==> src/rtl/slice_serial_adder.sv <==
// slice_serial_adder: multi-cycle add/subtract, SLICE bits per clock with valid/ready handshakes
module slice_serial_adder #(
  parameter int WIDTH = 8,
  parameter int SLICE = 2
) (
  input  logic             clk,
  input  logic             rst_n,
  input  logic             in_valid,
  output logic             in_ready,
  input  logic [WIDTH-1:0] a,
  input  logic [WIDTH-1:0] b,
  input  logic             cin,
  input  logic             sub,
  output logic             out_valid,
  input  logic             out_ready,
  output logic [WIDTH-1:0] sum,
  output logic             carry,
  output logic             overflow
);
  localparam int NSLICE = WIDTH / SLICE;
  localparam int IW = NSLICE > 1 ? $clog2(NSLICE) : 1;
  typedef enum logic [1:0] {IDLE, CALC, DONE} state_t;
  state_t state;
  logic [WIDTH-1:0] a_r, b_r;
  logic c_r;
  logic [IW-1:0] idx;
  logic [SLICE:0] r;
  logic [WIDTH+SLICE-1:0] t;
  logic last;
  assign in_ready = state == IDLE;
  assign r = {1'b0, a_r[SLICE-1:0]} + {1'b0, b_r[SLICE-1:0]} + {{SLICE{1'b0}}, c_r};
  assign t = {r[SLICE-1:0], sum};
  assign last = idx == IW'(NSLICE - 1);
  always_ff @(posedge clk or negedge rst_n) begin
    if (!rst_n) begin
      state     <= IDLE;
      a_r       <= '0;
      b_r       <= '0;
      c_r       <= 1'b0;
      idx       <= '0;
      sum       <= '0;
      carry     <= 1'b0;
      overflow  <= 1'b0;
      out_valid <= 1'b0;
    end else begin
      case (state)
        IDLE: if (in_valid) begin
          a_r   <= a;
          b_r   <= sub ? ~b : b;
          c_r   <= sub | cin;
          idx   <= '0;
          state <= CALC;
        end
        CALC: begin
          sum <= t[WIDTH+SLICE-1:SLICE];
          a_r <= a_r >> SLICE;
          b_r <= b_r >> SLICE;
          c_r <= r[SLICE];
          idx <= last ? '0 : idx + 1'b1;
          if (last) begin
            carry     <= r[SLICE];
            overflow  <= a_r[SLICE-1] ^ b_r[SLICE-1] ^ r[SLICE-1] ^ r[SLICE];
            out_valid <= 1'b1;
            state     <= DONE;
          end
        end
        DONE: if (out_ready) begin
          out_valid <= 1'b0;
          state     <= IDLE;
        end
        default: state <= IDLE;
      endcase
    end
  end
endmodule

==> config.mk <==
export PLATFORM = sky130hd
export DESIGN_NAME = slice_serial_adder
export DESIGN_NICKNAME = d
export VERILOG_FILES = /design/src/rtl/slice_serial_adder.sv
export SDC_FILE = /design/constraint.sdc
export NUM_CORES = 1
export LEC_CHECK = 0
export ABC_AREA = 1
export CAP_MARGIN = 20
export CORE_AREA = 2 2 64 66
export CTS_BUF_LIST = sky130_fd_sc_hd__clkbuf_8
export CTS_CLUSTER_DIAMETER = 150
export DETAILED_ROUTE_END_ITERATION = 10
export DIE_AREA = 0 0 66 68
export PLACE_DENSITY = 0.69
export SLEW_MARGIN = 0
export SYNTH_ARGS = -nofsm -noshare
export SYNTH_HDL_FRONTEND = slang
export SYNTH_SLANG_ARGS = --single-unit
==> constraint.sdc <==
create_clock -name clk -period 1.8 [get_ports clk]
set_clock_uncertainty 0.1 [all_clocks]
set_input_delay 0.36 -clock clk [delete_from_list [all_inputs] [get_ports clk]]
set_output_delay 0.36 -clock clk [all_outputs]
set_load 0.01 [all_outputs]
### Word level (Yosys, flattened, before mapping)

Index checks and enable logic that the tools add are counted.

| storage, ports and cells | value |
|---|---|
| bits in registers | 32 |
| latch bits | 0 |
| bits in writable memories | 0 |
| memory bits (read-only) | 0 |
| bits of input ports | 22 |
| logic and storage cells | 47 |
| memories kept | 0 |

| cells by class | value |
|---|---|
| add/subtract/negate cells | 3 |
| $mul | 0 |
| div/mod/pow operators | 0 |
| $lt $le $gt $ge | 0 |
| equal/unequal tests | 6 |
| shift operators | 0 |
| mux-type cells | 17 |
| bitwise gates (word level) | 5 |
| reductions and logical operators | 7 |

Operators by type and width:

| cell | count |
|---|---|
| $pmux 8 s2 | 2 |
| $mux 8 | 3 |
| $mux 2 | 5 |
| $not 8->8 | 1 |
| $ne 2x2->1 const B | 3 |
| $pmux 2 s3 | 1 |
| $reduce_and 3->1 | 2 |
| $eq 2x2->1 const B | 2 |
| $pmux 1 s2 | 2 |
| $pmux 2 s2 | 1 |
| $reduce_and 2->1 | 2 |
| $reduce_bool 2->1 | 2 |
| $add 2x2->3 | 1 |
| $add 3x1->3 | 1 |
| $mux 1 | 3 |
| $xor 1x1->1 | 3 |
| $add 2x1->2 const B | 1 |
| $eq 2x1->1 const B | 1 |
| $logic_not 2->1 | 1 |
| $or 1x1->1 | 1 |

### Logic depth before layout (Yosys ltp)

Gate-level depths: netlist (run 1).

| depth | value |
|---|---|
| word-level depth | 4 |
| gate-level depth with buffers | 8 |
| depth with buffers taken out | 8 |

### Worst setup path after synthesis (run 1)

OpenSTA, ideal clock, no wires.

| path | value |
|---|---|
| path kind | reg2reg |
| from | register a_r[0] |
| to | register overflow |
| setup time | 117 ps |
| arrival | 1,599 ps |
| required time | 1,583 ps |
| setup slack | -16 ps |
| cell stages (with the launch flop) | 9 |
| cells stage by stage | dfrtp_1 > inv_1 > fa_1 > fa_1 > inv_1 > nand2_1 > nand3_1 > nand3_1 > nand2_1 |

| between the ends | value |
|---|---|
| word-level cells in the longest chain between the ends | 4 |

Ends and longest elaborated chain:

| item | RTL line | text |
|---|---|---|
| from (decl) | 24 | `logic [WIDTH-1:0] a_r, b_r;` |
| from (signal assigned) | 56 | `a_r <= a_r >> SLICE;` |
| $add 2x2->3 (*) | 31 | `assign r = {1'b0, a_r[SLICE-1:0]} + {1'b0, b_r[SLICE-1:0]} + {{SLICE{1'b0}}, c_r};` |
| $add 3x1->3 (*) | 31 |  |
| $xor 1x1->1 | 62 | `overflow <= a_r[SLICE-1] ^ b_r[SLICE-1] ^ r[SLICE-1] ^ r[SLICE];` |
| $xor 1x1->1 (*) | 62 |  |
| to (signal assigned) | 62 |  |
| to (decl) | 18 | `output logic overflow` |

Mark *: on every way between the ends. The rest lies on a longest branch, timed or not.
A chain may end at the register's enable or synchronous reset.

### Worst setup path in the final report (run 1)

| path | value |
|---|---|
| from | register c_r |
| to | register overflow |

| between the ends | value |
|---|---|
| word-level cells in the longest chain between the ends | 3 |

Ends and longest elaborated chain:

| item | RTL line | text |
|---|---|---|
| from (decl) | 25 | `logic c_r;` |
| from (signal assigned) | 50 | `c_r <= sub \| cin;` |
| from (signal assigned) | 58 | `c_r <= r[SLICE];` |
| $add 3x1->3 (*) | 31 |  |
| $xor 1x1->1 | 62 |  |
| $xor 1x1->1 (*) | 62 |  |

Marks and branches as above.

==> key figures, run 1 <==
Route
  • DR vias: between 1k and 1.5k
  • Initial DRT Pass Iterations: 4
  • WL/cell: 10.3 um
  • Post-Route WL: 2750 um
  • Post-route ant nets: 0
  • Vias per cell: 4.52
  • Starting DRT DRC Count: 50
  • Post-route DRC: 0

Run status
  • Failing checks: negative setup slack
  • Status: finished, violations left

GRT
  • Remaining global-route overflow: 0
  • Largest net degree at the start of global routing: 33
  • Tot GR Track Use: between 10% and 20%
  • First-pass GRT wire length: 4980 um
  • Number of global-route vias before repair: 1180
  • Initial antenna violation count: 0

STA
  • Worst Max-Slew Pin Slew: 400 ps
  • Setup slack after layout: -34.6 ps
  • Rel. slew slack: 73.4%
  • Setup Viol. Count Final: 1
  • Pins over their slew limit: 0
  • Post-route minimum period: 1830 ps
  • Final period utilization: 102%
  • Final hold viol count: 0
  • Max Freq: about 550 MHz
  • Setup TNS: -34.6 ps
  • RSZ-0062 raised after global routing: yes

Finish
  • Final instance area: 2040 sq um
  • Most common cell after layout, fill and taps aside: nand2_1
  • Synthesis-to-finish area growth: 33.9%
  • Fin nets: 241
  • Share of cells above drive strength 1: 13.0%
  • Commonest cells after routing, fill and taps aside: nand2_1, dfrtp_1, clkdlybuf4s50_1
  • Non-filler cells, final: between 200 and 300
  • Inserted Diodes: 0
  • Final core occ: 52.8%

Die
  • Die ar.: 4490 sq um
  • Die height: 68 um
  • Std cell rows: 23
  • Area of the core: 3860 sq um
  • Die span in x: 66 um
  • I/O pins: 34
  • Initial core utilization: 39.5%

Synthesis
  • Avg Inst Size Synth: 8.69 sq um
  • FF+latch count, synth: 32
  • Cells after Synth: 175
  • Post-synth top area share: 52.6%
  • Post-synthesis cell type count: 23
  • Syn nets: about 200
  • Post-synthesis sequential area ratio: 52.6%
  • Synth Warn #: 0
  • Cell taking the most area after synthesis: dfrtp_1
  • Synthesized area: 1520 sq um
  • Synth area leaders: dfrtp_1, nand2_1, nand3_1, xor2_1, o21ai_0

Place
  • Post-DP HPWL: roughly 2000 um
  • Placed Cells incl. Taps: 257
  • RePlAce Congestion: 0.724
  • IO Port Bufs: 33
  • Cell Area, Placed: 1940 sq um

Worst setup path
  • Critical R2R Launch: c_r$_DFFE_PN0P_
  • Startpoint class of the critical path: flip-flop
  • Crit-path max FO: 4
  • Setup crit end kind: flip-flop
  • Reg2Reg Setup Slack: -30 ps
  • Arrival time worst endpoint: between 1500 and 2000 ps
  • CP startpoint: c_r$_DFFE_PN0P_
  • CP Class: flip-flop to flip-flop
  • Worst EP required: 1870 ps

Pwr
  • Internal power: between 2000 and 2500 uW
  • Comb power frac: between 40% and 50%
  • Peak VDD IR: 0.589 mV
  • Sw Pwr: 1250 uW
  • Clock network fraction of design power: 16.8%
  • PD cells: 1610 nW/um^2
  • Leakage: around 0.00098 uW
  • Register share of total power: 37.1%
  • Sw frac: 38.2%

Run
  • Max_cap viols: 0

Clock network
  • Clock root buffer: clkbuf_8
  • TritonCTS clock tree: yes
  • Cts hold-fix bufs: 0
  • Clock Sinks: 32
  • CTS buffer count: 5
  • Clk_lat worst skew: 280 ps
  • H-tree Lvls: 2
  • Clock transition at the registers of the reported paths: 60 ps
  • Clk buf depth: 2

Worst hold path
  • Hold Path Class: primary input to asynchronous set/reset pin
[power groups by stage]
| stage | Clock [uW] | Sequential, uW | Combinational [uW] |
|---|---|---|---|
| 2_1_floorplan | 0 | 1260 | 940 |
| 3_3_place_gp | 0 | 1210 | 1480 |
| 3_5_place_dp | 0 | 1230 | 1510 |
| 4_1_cts | 560 | 1220 | 1510 |
| 5_1_grt | 594 | 1250 | 1700 |
| 6_report | 549 | 1220 | 1510 |
[final timing paths]
check | to | cells past startpoint
max in group asynchronous | b_r[5]$_DFFE_PN0P_ | 2
min in group clk | a_r[6]$_DFFE_PN0P_ | 2
max reg2reg | overflow$_DFFE_PN0P_ | 8
max | overflow$_DFFE_PN0P_ | 8
min reg2reg | a_r[6]$_DFFE_PN0P_ | 2
min | a_r[6]$_DFFE_PN0P_ | 2
[sequential cells by signal (all words and copies together) (netlist names)]
| register | cells |
|---|---|
| a_r | 8 |
| c_r | 1 |
| state | 2 |
| b_r | 8 |
| idx | 2 |
| sum | 8 |
| out_valid | 1 |
| overflow | 1 |
| carry | 1 |
[worst max-delay path, cell delays in order, from the launching register on]
cell and delay [ps]:
dfrtp_1 340, inv_2 50, fa_2 380, fa_2 570, inv_2 40, nand2_1 50
nand3_1 70, nand3_1 90, nand2_1 50
[layer usage]
metal / track usage (%) / wire length (um) / vias to the layer above
met5: 0 / 0 / -
met4: 4.59 / 29 / 0
met3: 4.44 / 127 / 4
met2: 25.8 / 1330 / 30
met1: 17.7 / 1260 / 550
li1: - / - / 617
[Yosys cell counts (all sizes together)]
library cell	instances
o31ai	1
nand3b	1
o21ai	11
nand2	76
ha	2
nor2	5
dfrtp	32
nand3	16
fa	2
xnor2	2
inv	15
buf	6
xor2	6
[logic make-up (layout without fill, tap and decap cells)]
| logic type | after synthesis | after routing | share of synthesized area (%) |
|---|---|---|---|
| buffers and inverters | 21 | 62 | 6.58 |
| AO/OA/AOI/OAI | 12 | 12 | 4.36 |
| adder cells (fa/ha/maj) | 4 | 4 | 4.28 |
| XOR/XNOR | 8 | 8 | 4.61 |
| AND/OR/NAND/NOR | 98 | 98 | 27.5 |
| flip-flops | 32 | 32 | 52.6 |
[per-stage QoR]
| step | power, uW | hold WS, ps | setup WS, ps |
|---|---|---|---|
| final | 3280 | 374 | -34.6 |
| after global routing | 3550 | 395 | -118 |
| after CTS | 3280 | 375 | -47.3 |
| after detailed placement | 2740 | 360 | -86.3 |
| after global placement | 2690 | 355 | -20.4 |
| after floorplan | 2200 | -35.6 | 17.5 |
[final cells by class]
class | instances | area, sq um
multi-input cells | 122 | 626
repair buffers | 39 | 399
inverters | 15 | 58.8
clock buffers | 6 | 82.6
well taps | 50 | 62.6
clock inverters | 2 | 7.51
fillers | 363 | 1820
flip-flops and latches | 32 | 801
[timing repair]
| action | CTS | global route |
|---|---|---|
| pin swaps | 1 | 0 |
| setup endpoints to repair | 2 | 1 |
| gates resized for setup | 3 | 2 |
| buffers inserted | 0 | 1 |
Note: power is estimated with default switching activity, not from simulation.
==> run 2: changes to the inputs <==
--- a/config.mk
+++ b/config.mk
@@ -12,7 +12,7 @@
 export CTS_CLUSTER_DIAMETER = 150
 export DETAILED_ROUTE_END_ITERATION = 10
 export DIE_AREA = 0 0 66 68
-export PLACE_DENSITY = 0.69
+export PLACE_DENSITY = 0.66
 export SLEW_MARGIN = 0
 export SYNTH_ARGS = -nofsm -noshare
 export SYNTH_HDL_FRONTEND = slang
==> constraint.sdc (replaced) <==
create_clock -name clk -period 2.2 [get_ports clk]
set_clock_uncertainty 0.1 [all_clocks]
set_input_delay 0.44 -clock clk [delete_from_list [all_inputs] [get_ports clk]]
set_output_delay 0.44 -clock clk [all_outputs]
set_load 0.01 [all_outputs]
==> run 2 against run 1 <==
The flow now finishes without violations. Hold slack got worse by 2.0 ps. Worst setup slack better by 300 ps. Die area stayed put. Combinational power is 23% lower. Routed wire length decreased by 0.47%. Largest power group unchanged. Sequential power fell by 18%. Highest routed layer unchanged. Critical endpoint is now in_ready.
==> key figures, run 2 (same netlist as run 1, synthesis figures left out) <==
Clock network
  • H-tree Lvls: 2
  • Clock Sinks: 32
  • Clk buf depth: 2
  • Cts hold-fix bufs: 0
  • Clock root buffer: clkbuf_8
  • Postcts setup bufs: 0
  • Clock transition at the registers of the reported paths: 60 ps
  • CTS buffer count: 5
  • Post-CTS Resized: 0
  • TritonCTS clock tree: yes
  • Clk_lat worst skew: 280 ps

Finish
  • Seq. cell area: approximately 800 sq um
  • Biggest regs: a_r x8, b_r x8, sum x8
  • Fin nets: 238
  • FILL cells: 387
  • Share of cells above drive strength 1: 9.39%
  • Multi-input gate area: 621 sq um
  • Most common cell after layout, fill and taps aside: nand2_1
  • Inserted Diodes: 0
  • Commonest cells after routing, fill and taps aside: nand2_1, clkdlybuf4s50_1, dfrtp_1
  • Synthesis-to-finish area growth: 30.5%

Run
  • Max_cap viols: 0

Route
  • WL/cell: 10.4 um
  • Post-route DRC: 0
  • Starting DRT DRC Count: 41
  • Vias per cell: about 4.5
  • DR vias: roughly 1.2k
  • Initial DRT Pass Iterations: 4
  • Post-Route WL: between 2000 and 3000 um
  • Post-route ant nets: 0

GRT
  • Number of global-route vias before repair: 1107
  • Remaining global-route overflow: 0
  • First-pass GRT wire length: between 4000 and 5000 um
  • Met3 capacity usage during global routing: 5.43%
  • Most Crowded Layer GR: met2
  • Tot GR Track Use: 14.4%
  • Initial antenna violation count: 0
  • Met1 Use GR: between 10% and 20%
  • Largest net degree at the start of global routing: 33
  • Met2 GRT Util: 22.7%

Worst setup path
  • CP max stage cell: clkdlybuf4s50_1
  • CP startpoint: state[0]$_DFFE_PN0P_
  • Reg2Reg Setup Slack: 290 ps
  • Setup crit end kind: output port
  • R2r worst-path depth: 8
  • Arrival time worst endpoint: 1400 ps
  • Worst reg2reg endpoint: overflow$_DFFE_PN0P_
  • Crit path max-delay family: buffers and inverters
  • CP bufs+invs: 1
  • Worst EP required: 1660 ps
  • CP Class: flip-flop to output port
  • Startpoint class of the critical path: flip-flop
  • Crit-path cells: nor2_1, clkdlybuf4s50_1
  • Crit-path max FO: 5
  • Max incr delay on CP: 540 ps
  • Critical R2R Launch: a_r[0]$_DFFE_PN0P_

Place
  • IO Port Bufs: 33
  • RePlAce Congestion: 0.728
  • Post-DP HPWL: 1930 um

Die
  • Std cell rows: 23
  • Area of the core: just under 4000 sq um
  • Die ar.: 4490 sq um
  • Initial core utilization: 39.5%
  • Die span in x: ~66 um
  • I/O pins: 34
  • Die height: 68 um

Worst hold path
  • Hold Path Class: flip-flop to flip-flop
  • Hold Path Origin: a_r[7]$_DFFE_PN0P_
  • Hold path endpoint: a_r[7]$_DFFE_PN0P_
  • Hold path depth: 2

STA
  • RSZ-0062 raised after global routing: no
  • Rel. slew slack: 68.8%
  • Setup Viol. Count Final: 0
  • Max Freq: ~520 MHz
  • Final period utilization: about nine tenths
  • Worst Max-Slew Pin Slew: approximately 470 ps
  • Pins over their slew limit: 0
  • Post-route minimum period: about 1900 ps
  • Final hold viol count: 0
  • Setup TNS: 0 ps

Pwr
  • Peak VDD IR: 0.417 mV
  • Total Power: approximately 2600 uW
  • Leakage: 0.000954 uW
  • PD cells: between 1000 and 1500 nW/um^2

Run status
  • Status: completed
[run 2: cell types whose count changed in the layout (fill, tap and decap cells not counted), moves of 2 or more]
cell and change:
inv_1 +3, fa_1 +2, fa_2 -2, buf_12 -2
inv_2 -3
[run 2: tightest hold or removal path, delay by kind of cell, from the launching register on]
family / cells / cell delay, ps
and+or+nand+nor: 2 / 90
DFF: 1 / 340
[run 2: report_power, final]
group / internal, uW / switching [uW] / leakage (uW)
registers: 845 / 157 / 0.000408
logic: 524 / 646 / 0.000492
clock network: 245 / 200 / 0.0000538
[run 2: final cells by class]
type | instances | share of cell area (%)
clock buffers | 6 | 4.16
clock inverters | 2 | 0.378
inverters | 15 | 2.96
multi-input cells | 122 | 31.3
flip-flops and latches | 32 | 40.3
well taps | 50 | 3.15
repair buffers | 36 | 17.8
[run 2: worst max-delay path by stage]
stage,end,slack (ps),cells after the start
floorplan,overflow$_DFFE_PN0P_,380,8
global placement,overflow$_DFFE_PN0P_,350,8
detailed placement,overflow$_DFFE_PN0P_,310,8
CTS,in_ready,240,2
global route,in_ready,180,2
finish,in_ready,260,2
[run 2: stage by stage]
stage	setup WS, ps	hold slack, ps	instance area (sq um)	std cells	utilization, %
after floorplan	384	44.4	1520	175	-
after global placement	346	354	1900	255	49.2
after detailed placement	311	359	1900	255	49.2
after CTS	243	374	1990	263	51.5
after global routing	181	392	1990	263	51.5
final	261	372	1990	263	51.5
[run 2: routing by layer]
| metal | up-vias | share of wire (%) |
|---|---|---|
| li1 | 615 | - |
| met1 | 536 | 48 |
| met2 | 32 | 45 |
| met3 | 5 | 5.6 |
| met4 | 0 | 1.8 |
| met5 | - | 0 |
==> RTL change 1: new RTL, config.mk and constraints of run 1 <==
`SLICE`: 2 -> 1.
--- a/src/rtl/slice_serial_adder.sv
+++ b/src/rtl/slice_serial_adder.sv
@@ -3,3 +3,3 @@
   parameter int WIDTH = 8,
-  parameter int SLICE = 2
+  parameter int SLICE = 1
 ) (
Check against the original RTL: not equivalent (Yosys sat finds a counterexample within 4 cycles, from zero or initial values and one cycle with rst_n low).
==> RTL change 1 against run 1 <==
- final area grew 0.55%
- synthesized area grew 2.2%
- setup slack improved by 0.16 ns
- via count increased by 4.7%
- sequential cell count is 1 higher
- routed wire length up 7.0%
- first-iteration DRC count down 28%
- register-to-register slack gained 0.23 ns
- total power decreased by 4.0%
- largest power group unchanged
==> RTL change 1: results <==
[outcome]
status = completed

[place]
dp_hpwl_um = 2130
finalWeightedCongestion = 0.734

[final_layout]
finalNetCount = 252
drive_above_1_share_pct = 7.96
antennaDiodeCount = 0

[pwr]
power.leakage_uw = 0.00101
ir_drop_mv = 0.627
swShare_pct = 37.2

[detailed_routing]
routed_wl_um = 2940
dr.pass1.iters = 4
drt_iter0_drc = 36
viasPerCell = 4.56

[worst_setup_path]
reg2reg_depth = 8
cpPeakStageDelay_ns = 0.55
critPathArrivalTime_ns = 1.22
cp_slowest_cell = clkdlybuf4s50_1
path_max_fanout = 3
path_delay_family = buffers and inverters

[hold_path]
min_path_type = reg2reg

[timing]
worstMarginPinSlew_ns = 0.484

[synth]
yosys-top-cells-count = nand2_1 (87), dfrtp_1 (33), nand3_1 (14), inv_1 (11), xor2_1 (7)
synth_cell_types = 20
synth_nets = 213
ys_top_cells_by_area = dfrtp_1 (53%), nand2_1 (21%), nand3_1 (4.5%)
seq_area_frac_synth_pct = 53.1

[clocking]
cts_resized = 2

[global_routing]
grt_pass1_wl_um = 5180
grt_start_max_net_pins = 34
track_usage_pct = 15.3
grt_pass1_vias = 1211
## RTL change 1: cell count changes after synthesis, moves of 2 or more
cell,delta
buf_4,-2
nand2_1,+16
o211ai_1,+2
o21ai_1,+5
buf_2,+2
o21ai_0,-4
nand2_2,-3
nand3_1,-2
## RTL change 1: metal layers
metal  track usage (%)  vias to the layer above  routed length, um
li1                  -                      652                  -
met1              18.7                      580               1400
met2              25.5                       24               1410
met3              4.93                        2                116
met4              5.36                        0                 17
met5                 0                        -                  0
## RTL change 1: cell type report
type	instances	area, um2
fill	359	1810
multi-input combinational	134	641
clock buffer	6	82.6
sequential	33	827
inverter	14	52.6
clock inverter	1	3.75
timing repair buffer	38	379
tap	50	62.6
## RTL change 1: final timing paths
path / start / endpoint / slack [ns]
setup reg to reg: a_r[0]$_DFFE_PN0P_ / overflow$_DFFE_PN0P_ / 0.20
hold / removal: a_r[7]$_DFFE_PN0P_ / a_r[7]$_DFFE_PN0P_ / 0.37
hold reg to reg: a_r[7]$_DFFE_PN0P_ / a_r[7]$_DFFE_PN0P_ / 0.37
max in group asynchronous: rst_n / state[1]$_DFFE_PN0P_ / 0.90
setup / recovery: sum[7]$_DFFE_PN0P_ / sum[7] / 0.12
min in group asynchronous: rst_n / b_r[4]$_DFFE_PN0P_ / 0.38
## RTL change 1: through the flow
stage / setup slack, ns / instance area [um2] / instances / utilization [%] / total power (uW)
finish: 0.123 / 2050 / 276 / 53.1 / 3140
global route: 0.0801 / 2050 / 276 / 53.1 / 3460
CTS: 0.119 / 2050 / 276 / 53.1 / 3200
detailed placement: 0.128 / 1960 / 269 / 50.9 / 2640
global placement: 0.142 / 1960 / 269 / 50.9 / 2610
floorplan: 0.287 / 1560 / 187 / - / 2100
## RTL change 1: kinds of logic (layout without fill, tap and decap cells)
| logic type | after synthesis | count (layout) | synth area share [%] |
|---|---|---|---|
| xor gates and xnor gates | 8 | 8 | 4.51 |
| DFF | 33 | 33 | 53.1 |
| buffers and inverters | 20 | 59 | 5.71 |
| adders and majority gates | 4 | 4 | 3.70 |
| AOI/OAI and AO/OA | 14 | 14 | 4.91 |
| and+or+nand+nor | 108 | 108 | 28.1 |
## RTL change 1: worst reg2reg max path, stage by stage (launching register included)
cell and delay (ns):
dfrtp_1 0.42, fa_1 0.59, inv_1 0.08, nand2_1 0.06
nand2_1 0.05, nand2_1 0.05, nand2_1 0.05, nand2_1 0.05
nand2_1 0.04
## RTL change 1: power groups by stage
| stage | registers (uW) | logic, uW | clock network (uW) |
|---|---|---|---|
| after floorplan | 1270 | 834 | 0 |
| after global placement | 1250 | 1360 | 0 |
| after detailed placement | 1250 | 1390 | 0 |
| after CTS | 1240 | 1390 | 566 |
| after global routing | 1290 | 1570 | 604 |
| final | 1240 | 1360 | 546 |
==> RTL change 2: new RTL, settings of run 1 <==
Without the edit above. Reset style: synchronous (`rst_n`), changed in one clocked block.
--- a/src/rtl/slice_serial_adder.sv
+++ b/src/rtl/slice_serial_adder.sv
@@ -33,3 +33,3 @@
   assign last = idx == IW'(NSLICE - 1);
-  always_ff @(posedge clk or negedge rst_n) begin
+  always_ff @(posedge clk) begin
     if (!rst_n) begin
Behaviour: differs if rst_n is asserted again (counterexample within 4 cycles, from zero or initial values and one cycle with rst_n low); with rst_n held inactive, the same outputs for 10 cycles.
==> RTL change 2 against run 1 <==
- the run still ends with negative setup slack left
- first-iteration DRC count decreased by 20%
- setup slack improved by 0.00072 ns
- final area is 1.5% higher
- global-route usage grew 2.6 points
- sequential share of layout area is 8.2 points lower
- sequential cell count stayed put
- final cell count up 23%
- synthesized area grew 3.7%
- via count up 23%
- routed wire length is 18% higher
- largest cell class is now multi-input gates
Power is not compared: it rests on default switching activity, and its combinational part moved more than twofold at a synthesized area within 25%.
==> RTL change 2: results <==
[global_routing]
grtUsageMet3_pct = 4.93
grt_use_met2_pct = 30.3
gr-usage-met1_pct = 19.8

[detailed_routing]
wl_met2_um = 1590
drt_iter0_drc = 40
wl_per_cell_um = 9.96

[place]
finalWeightedCongestion = 0.766
pre_cts_ws_ns = -0.0820
dp_hpwl_um = 2440

[synth]
synth_ff_type = dfxtp_1
synthXorXnorAreaFrac_pct = 1.11
synth-compound-area-share_pct = 6.98
yosys-top-cells-count = nand2_1 (66), nor2_1 (47), dfxtp_1 (32), inv_1 (26), nand3_1 (19)

[timing]
setup-tns-final_ns = -0.0339
worstMarginPinSlew_ns = 0.253
worst_slack_ns = -0.0339
setup_viol = 1

[final_layout]
regArea_um2 = 644
final-nonclk-buf-share_pct = 19.5
fillerInstances = 416
inverters = 29
num-clock-buffers = 5

[hold_path]
min_path_type = reg2reg

[clocking]
cts_resized = 4

[outcome]
violations = negative setup slack
status = complete, but fails checks
==> RTL change 2: cell types whose count changed in the layout (fill, tap and decap cells not counted), sizes merged, moves of 6 or more <==
cell	change
inv	+12
nor2	+44
dfrtp	-32
nand2	-6
dfxtp	+32
a21oi	+13
==> RTL change 2: final timing paths <==
kind	start	endpoint	slack [ns]	cells after the start
setup reg to reg	a_r[0]$_SDFFE_PN0P_	overflow$_SDFFE_PN0P_	-0.03	10
setup / recovery	a_r[0]$_SDFFE_PN0P_	overflow$_SDFFE_PN0P_	-0.03	10
hold reg to reg	idx[0]$_SDFFE_PN0P_	idx[0]$_SDFFE_PN0P_	0.36	1
hold / removal	idx[0]$_SDFFE_PN0P_	idx[0]$_SDFFE_PN0P_	0.36	1
==> RTL change 2: report_power, final <==
part / switching, uW / total [uW] / internal (uW)
clock network: 225 / 473 / 248
logic: 167 / 324 / 157
registers: 30.1 / 788 / 758
total: 422 / 1580 / 1160
